--- src/rtl/step_pad_capture.sv ---
// Dance-pad front end: synchronize, debounce and edge-detect the arrow
// switches, timestamp each press and queue it in a small FWFT FIFO.
module step_pad_capture #(
  parameter int LANES           = 4,
  parameter int DEBOUNCE_CYCLES = 1_000_000,
  parameter int TS_W            = 16,
  parameter int FIFO_DEPTH      = 8,
  localparam int LW = (LANES > 1) ? $clog2(LANES) : 1
) (
  input  logic             clk,
  input  logic             reset,
  input  logic [LANES-1:0] pad_in,
  input  logic             time_tick,
  input  logic             ev_ready,
  output logic [LANES-1:0] pad_level,
  output logic [LANES-1:0] pad_press,
  output logic             ev_valid,
  output logic [LW-1:0]    ev_lane,
  output logic [TS_W-1:0]  ev_time,
  output logic             overflow
);

  localparam int CW =
    (DEBOUNCE_CYCLES > 1) ? $clog2(DEBOUNCE_CYCLES) : 1;
  localparam int PW = $clog2(FIFO_DEPTH);
  localparam logic [CW-1:0] CNT_MAX = CW'(DEBOUNCE_CYCLES - 1);

  logic [LANES-1:0] sync1;
  logic [LANES-1:0] sync2;
  logic [CW-1:0]    cnt [LANES];
  logic [LANES-1:0] commit;
  logic [TS_W-1:0]  ts;

  logic [LANES-1:0] pend_v;
  logic [TS_W-1:0]  pend_t [LANES];

  logic [PW:0]      count;
  logic [PW-1:0]    wr_ptr;
  logic [PW-1:0]    rd_ptr;
  logic [LW-1:0]    mem_lane [FIFO_DEPTH];
  logic [TS_W-1:0]  mem_time [FIFO_DEPTH];

  logic             full;
  logic             push;
  logic             pop;
  logic [LW-1:0]    grant;
  logic [LANES-1:0] drain;

  always_ff @(posedge clk or posedge reset) begin
    if (reset) begin
      sync1 <= '0;
      sync2 <= '0;
    end else begin
      sync1 <= pad_in;
      sync2 <= sync1;
    end
  end

  always_comb begin
    commit = '0;
    for (int i = 0; i < LANES; i++)
      commit[i] = (sync2[i] != pad_level[i]) && (cnt[i] == CNT_MAX);
  end

  always_ff @(posedge clk or posedge reset) begin
    if (reset) begin
      pad_level <= '0;
      pad_press <= '0;
      for (int i = 0; i < LANES; i++) cnt[i] <= '0;
    end else begin
      pad_press <= commit & sync2;
      for (int i = 0; i < LANES; i++) begin
        if (sync2[i] == pad_level[i]) begin
          cnt[i] <= '0;
        end else if (commit[i]) begin
          cnt[i]       <= '0;
          pad_level[i] <= sync2[i];
        end else begin
          cnt[i] <= cnt[i] + 1'b1;
        end
      end
    end
  end

  always_ff @(posedge clk or posedge reset) begin
    if (reset) ts <= '0;
    else if (time_tick) ts <= ts + 1'b1;
  end

  // Lowest-indexed pending lane wins; full is judged on registered occupancy.
  always_comb begin
    grant = '0;
    push  = 1'b0;
    for (int i = LANES - 1; i >= 0; i--) begin
      if (pend_v[i]) begin
        grant = LW'(i);
        push  = 1'b1;
      end
    end
    push  = push & ~full;
    drain = '0;
    if (push) drain[grant] = 1'b1;
  end

  always_ff @(posedge clk or posedge reset) begin
    if (reset) begin
      pend_v   <= '0;
      overflow <= 1'b0;
      for (int i = 0; i < LANES; i++) pend_t[i] <= '0;
    end else begin
      for (int i = 0; i < LANES; i++) begin
        if (pad_press[i]) begin
          if (pend_v[i] && !drain[i]) begin
            overflow <= 1'b1;
          end else begin
            pend_v[i] <= 1'b1;
            pend_t[i] <= ts;
          end
        end else if (drain[i]) begin
          pend_v[i] <= 1'b0;
        end
      end
    end
  end

  assign ev_valid = (count != '0);
  assign full     = (count == (PW+1)'(FIFO_DEPTH));
  assign pop      = ev_valid & ev_ready;
  assign ev_lane  = ev_valid ? mem_lane[rd_ptr] : '0;
  assign ev_time  = ev_valid ? mem_time[rd_ptr] : '0;

  always_ff @(posedge clk or posedge reset) begin
    if (reset) begin
      count  <= '0;
      wr_ptr <= '0;
      rd_ptr <= '0;
    end else begin
      if (push) wr_ptr <= wr_ptr + 1'b1;
      if (pop) rd_ptr <= rd_ptr + 1'b1;
      unique case ({push, pop})
        2'b10:   count <= count + 1'b1;
        2'b01:   count <= count - 1'b1;
        default: count <= count;
      endcase
    end
  end

  // Storage carries no reset; outputs are masked while the FIFO is empty.
  always_ff @(posedge clk) begin
    if (push) begin
      mem_lane[wr_ptr] <= grant;
      mem_time[wr_ptr] <= pend_t[grant];
    end
  end

endmodule

--- config.mk ---
export PLATFORM = sky130hd
export DESIGN_NAME = step_pad_capture
export DESIGN_NICKNAME = d
export VERILOG_FILES = /design/src/rtl/step_pad_capture.sv
export SDC_FILE = /design/constraint.sdc
export NUM_CORES = 1
export LEC_CHECK = 0
export ABC_AREA = 0
export CAP_MARGIN = 25
export CORE_MARGIN = 8
export CORE_UTILIZATION = 41
export DETAILED_ROUTE_END_ITERATION = 8
export GPL_TIMING_DRIVEN = 0
export PLACE_DENSITY = 0.66
export SYNTH_ARGS = -nofsm -noshare
export SYNTH_HDL_FRONTEND = slang
export SYNTH_SLANG_ARGS = --single-unit
export TNS_END_PERCENT = 50
--- constraint.sdc ---
create_clock -name clk -period 7.6 [get_ports clk]
set_clock_uncertainty 0.2 [all_clocks]
set_input_delay 1.14 -clock clk [delete_from_list [all_inputs] [get_ports clk]]
set_output_delay 1.14 -clock clk [all_outputs]
set_load 0.005 [all_outputs]
* Yosys cells after proc, flatten, opt, wreduce, memory -nomap -nowiden
Memories as Yosys holds them, arrays and structs flattened.
Cells that the tools add are included.
** Word-level totals
- Memory bits (writable) :: 144
- Input bits :: 8
- Flip-flop bits (word level) :: 191
- Output and inout bits :: 28
- Word-level logic and storage cells :: 148
- Memories kept :: 2
** Cells by class
- $add $sub $neg :: 9
- Bitwise operators :: 13
- Reduce and logical (&&, ||, !) cells :: 31
- Equal/unequal tests :: 19
- Order comparisons :: 3
- Multiplexer cells :: 47
** Memory list
- mem_time :: depth 8, width 16, rd ports 1, clocked after memory_dff 0, wr ports 1, RTL line 41 : logic [TS_W-1:0] mem_time [FIFO_DEPTH];
- mem_lane :: depth 8, width 2, rd ports 1, clocked after memory_dff 0, wr ports 1, RTL line 40 : logic [LW-1:0] mem_lane [FIFO_DEPTH];
** Operators with widths (count)
- two-way mux 20 bit :: 8
- adder 20 x 1 -> 20 bit (second input constant) :: 4
- equality test 20 bit (second input constant) :: 4
- two-way mux 16 bit :: 3
- binary-select mux 16 bit (select 2 bit) :: 1
- two-way mux 1 bit :: 27
- AND reduction 2 bit :: 12
- adder 16 x 1 -> 16 bit (second input constant) :: 1
- two-way mux 2 bit :: 5
- nonzero test 2 bit :: 5
- logical AND 1 bit :: 9
- NOT 1 bit :: 9
- inequality test 2 bit (second input constant) :: 4
- one-hot mux 4 bit (2 select lines) :: 1
- adder 3 x 1 -> 3 bit (second input constant) :: 2
- adder 4 x 1 -> 4 bit (second input constant) :: 1
- bitwise AND 4 bit :: 1
- equality test 1 bit :: 4
- equality test 4 bit (second input constant) :: 1
- zero test 1 bit :: 4
- two-way mux 4 bit :: 1
- inequality test 1 bit :: 4
- nonzero test 4 bit :: 1
- subtractor 4 x 1 -> 4 bit (second input constant) :: 1
- other kinds (8) :: 9

* Logic depth before layout (Yosys ltp)
- Depth in word-level cells :: 19
- Depth in mapped cells :: 10
- Mapped depth without buffers :: 9

* Least setup slack after synthesis
No wires, ideal clock.
- Path kind :: reg2reg
- Start point :: register pend_v[0]
- End point :: memory mem_lane[2][0] (netlist bit) (enable)
- Setup time :: 0.420 ns
- Arrival :: 2.553 ns
- Slack :: 4.428 ns
- Required time :: 6.980 ns
- Path buffers :: 1
- Stages on the path, launching flop included :: 6
- Clock period less this slack :: 3.172 ns
- Cell sequence :: dfrtp_1 clkbuf_1 nor2_1 a21oi_1 nand2b_1 nor3b_1
** Between the ends
- Longest elaborated chain between the ends :: 4
** RTL lines
- from (decl) :: RTL line 34 : logic [LANES-1:0] pend_v;
- from (signal assigned) :: RTL line 107 : pend_v <= '0;
- from (signal, indexed assignment) :: RTL line 116 : pend_v[i] <= 1'b1;
- from (signal, indexed assignment) :: RTL line 120 : pend_v[i] <= 1'b0;
- two-way mux 1 bit :: RTL line 95 : if (pend_v[i]) begin
- bitwise AND 1 bit :: RTL line 100 : push = push & ~full;
- two-way mux 1 bit :: RTL line 150 : if (push) begin
- two-way mux 1 bit (not written as such) :: RTL line 151 : mem_lane[wr_ptr] <= grant;
- to (decl) :: RTL line 40
No other way between the ends.

* Worst setup path after layout
- Start point :: register rd_ptr[1]
- End point :: output port ev_time[5]
** Between the ends
- Longest elaborated chain between the ends :: 2
** RTL lines
- from (decl) :: RTL line 39 : logic [PW-1:0] rd_ptr;
- from (signal assigned) :: RTL line 139 : if (pop) rd_ptr <= rd_ptr + 1'b1;
- memory (8 x 16 bit)
- two-way mux 16 bit :: RTL line 130 : assign ev_time = ev_valid ? mem_time[rd_ptr] : '0;
- to (decl) :: RTL line 19 : output logic [TS_W-1:0] ev_time,
No other way between the ends.

==> flow_metrics.tcl <==
set metrics [dict create \
    clkSlewWorstSetupHoldPaths_ns 0.06 \
    layout_common_cells "dfrtp_1 (191), edfxtp_1 (144), nor2_1 (89), nand2_1 (78), mux2_2 (71)" \
    ys_warn_count 0 \
    final_common_cell "dfrtp_1" \
    finalSetupViolations 0 \
    dieArea_mm2 0.0409 \
    dieWidth_um 202 \
    stdcell_area_mm2 0.0166 \
    rows 68 \
    htree_levels 2 \
    insertion_delay_ns 0.52 \
    holdCritPathClass "reg -> reg" \
    vias 8380 \
    grt_pass1_vias 8552 \
    core-area_mm2 0.0344 \
    synth_cell_types 50 \
    root_buffer "clkbuf_16" \
    syn_to_final_growth_pct 16.9 \
    antenna_left 0 \
    end_kind "output port" \
    synth_ff_type "dfrtp_1" \
    place_inst 1530 \
    synth_compound_area_share_pct 3.65 \
    cts_tree "done" \
    grt_pass1_wl_um 45700 \
    dp_slack_ns 3.62 \
    die-height_um 202 \
    required_ns 6.26 \
    syn-num-nets 1047 \
    slew_headroom_pct 37.8 \
    fin_cells 1598 \
    synth_xor_area_share_pct 4.62 \
    antenna_found_initial 1 \
    cp_max_fo 10 \
    cts-hold-fix-buffers 0 \
    drt-total-wl_um 27600 \
    worst_path_most_repeated_cell "clkbuf_1" \
    via_per_inst 5.24 \
    drt-initial-drc-count 511 \
    cts.repair.resized 0 \
    dr.pass1.iters 5 \
    status "complete, no violations" \
    post_cts_buffers 0 \
    drive_above_1_share_pct 18.1 \
    hold_viol_final 0 \
    place.gp.congestion 0.780 \
    clkSinkCount 335 \
    dp_hpwl_um 18100 \
    grt.total_usage_pct 13.6 \
    cts_buffers 37 \
    fmax_mhz 221 \
    num_io_pins 36 \
    synth-seq-cells 335 \
    critical_path.cell_chain "clkbuf_1 -> clkbuf_1 -> mux4_2 -> mux2i_1 -> nor2_1 -> clkdlybuf4s50_1" \
    crit_type "reg -> out" \
    port_buffers 35 \
    grt_start_max_net_pins 130 \
    tns_ns 0 \
    synth_edf_count 144 \
    maxSlewViolCount 0 \
    synth_seq_area_share_pct 64.1 \
    avgSynthCellArea_um2 13.8 \
    clock_path_buffers 3 \
    fin_nets 1134 \
    layout_worst_path_cycle_share_pct 59.4 \
    wl_per_cell_um 17.3 \
    p_leak_nw 6.18 \
    rsz0062_at_grt "false" \
    drc 0 \
    diodes 0 \
    slowest_delay_ns 0.65 \
    synthMuxAreaShare_pct 12.7 \
    peakVddDrop_mv 0.179 \
    final_util_pct 48.3 \
    power.total_mw 4.33 \
    start_util_pct 41.3 \
    min_period_ns 4.52 \
    setup_ws_ns 3.08 \
    worst_slew_pin_slew_ns 0.929 \
    synthSimpleGateAreaFrac_pct 11.9 \
    yosys.area_share.adder_pct 1.02 \
    syn_area_mm2 0.0142 \
    crit_path_start_kind "flop" \
    holdWs_ns 0.146 \
    cap_viol_max_count 0 \
    overflow 0 \
    critPathArrivalTime_ns 3.18 \
    critPathSlowestCell "clkbuf_1" \
    power_density_mw_per_mm2 261 \
    ys_async_sr_fraction_pct 57.0 \
    dpl_cell_area_mm2 0.0153 \
    synth_top_family_by_area "multiplexers" \
    synth_cells 1028 \
]
[routing by layer]
| metal | part of all wire (%) | wire (um) | vias up | global-route usage, % |
|---|---|---|---|---|
| met1 | 45 | 12500 | 4241 | 18.0 |
| met5 | 0.029 | 8 | - | 0 |
| li1 | - | - | 3988 | - |
| met3 | 3.9 | 1070 | 36 | 2.50 |
| met2 | 49 | 13600 | 113 | 22.9 |
| met4 | 1.6 | 429 | 2 | 3.42 |
[cells by family (layout without fill, tap and decap cells)]
logic type,count (synthesis),count (layout)
compound gates,79,79
xor+xnor,75,75
fa+ha+maj,11,11
buf+inv,69,184
flops,335,335
mux,127,127
simple gates,332,332
[power breakdown]
part | internal (mW) | switching, mW
clock network | 1.12 | 0.709
registers | 1.92 | 0.0422
logic | 0.239 | 0.298
total | 3.29 | 1.05
[synthesized netlist by cell type (3+ instances only)]
cell type | instances | share of area, %
and3_1 | 11 | 0.48
xnor2_1 | 44 | 2.7
a21oi_1 | 26 | 0.92
mux4_2 | 36 | 5.7
inv_1 | 25 | 0.66
or2_2 | 3 | 0.13
xor2_1 | 31 | 1.9
edfxtp_1 | 144 | 30
or3_1 | 11 | 0.48
or4_1 | 10 | 0.53
nand2_1 | 78 | 2.1
a222oi_1 | 16 | 1.1
mux2_2 | 71 | 5.6
buf_2 | 9 | 0.32
o31ai_1 | 9 | 0.48
nand2b_1 | 7 | 0.31
and4_1 | 5 | 0.31
clkbuf_1 | 30 | 0.79
nor2_1 | 91 | 2.4
ha_1 | 10 | 0.88
dfrtp_1 | 191 | 34
nor3_1 | 21 | 0.74
o21ai_0 | 20 | 0.70
nand4b_1 | 8 | 0.49
mux2i_1 | 20 | 1.4
nand3_1 | 34 | 1.2
nor4_1 | 20 | 0.88
nand4_1 | 17 | 0.75
buf_1 | 3 | 0.079
[area by class of cell]
cell class | count | area, um2
Multi-Input combinational cell | 624 | 4860
Fill cell | 3016 | 17800
Inverter | 25 | 101
Buffer | 44 | 184
Timing Repair Buffer | 48 | 532
Clock buffer | 45 | 976
Tap cell | 455 | 569
Sequential cell | 335 | 9100
Clock inverter | 22 | 275
[worst paths after layout]
path | start | to | slack, ns | cells after the start
setup / recovery | rd_ptr[1] | ev_time[5] | 3.08 | 6
hold / removal | sync1[1] | sync2[1] | 0.15 | 0
setup reg to reg | count[0] | count[3] | 4.36 | 11
hold reg to reg | sync1[1] | sync2[1] | 0.15 | 0
max in group asynchronous | reset | pend_t[6] | 5.38 | 3
min in group asynchronous | reset | sync1[3] | 0.86 | 2
[worst max-delay path: cells and delay by family (launching register included)]
family | cells | cell delay (ns)
buf+inv | 3 | 1.57
mux | 2 | 0.67
flops | 1 | 0.34
simple gates | 1 | 0.07
[flip-flops by register name, indices dropped and copies added, names as in the netlist]
register,count
cnt,80
count,4
mem_lane,16
mem_time,128
overflow,1
pad_level,4
pad_press,4
pend_t,64
pend_v,4
rd_ptr,3
sync1,4
sync2,4
ts,16
wr_ptr,3
Note: power is estimated with default switching activity, not from simulation.
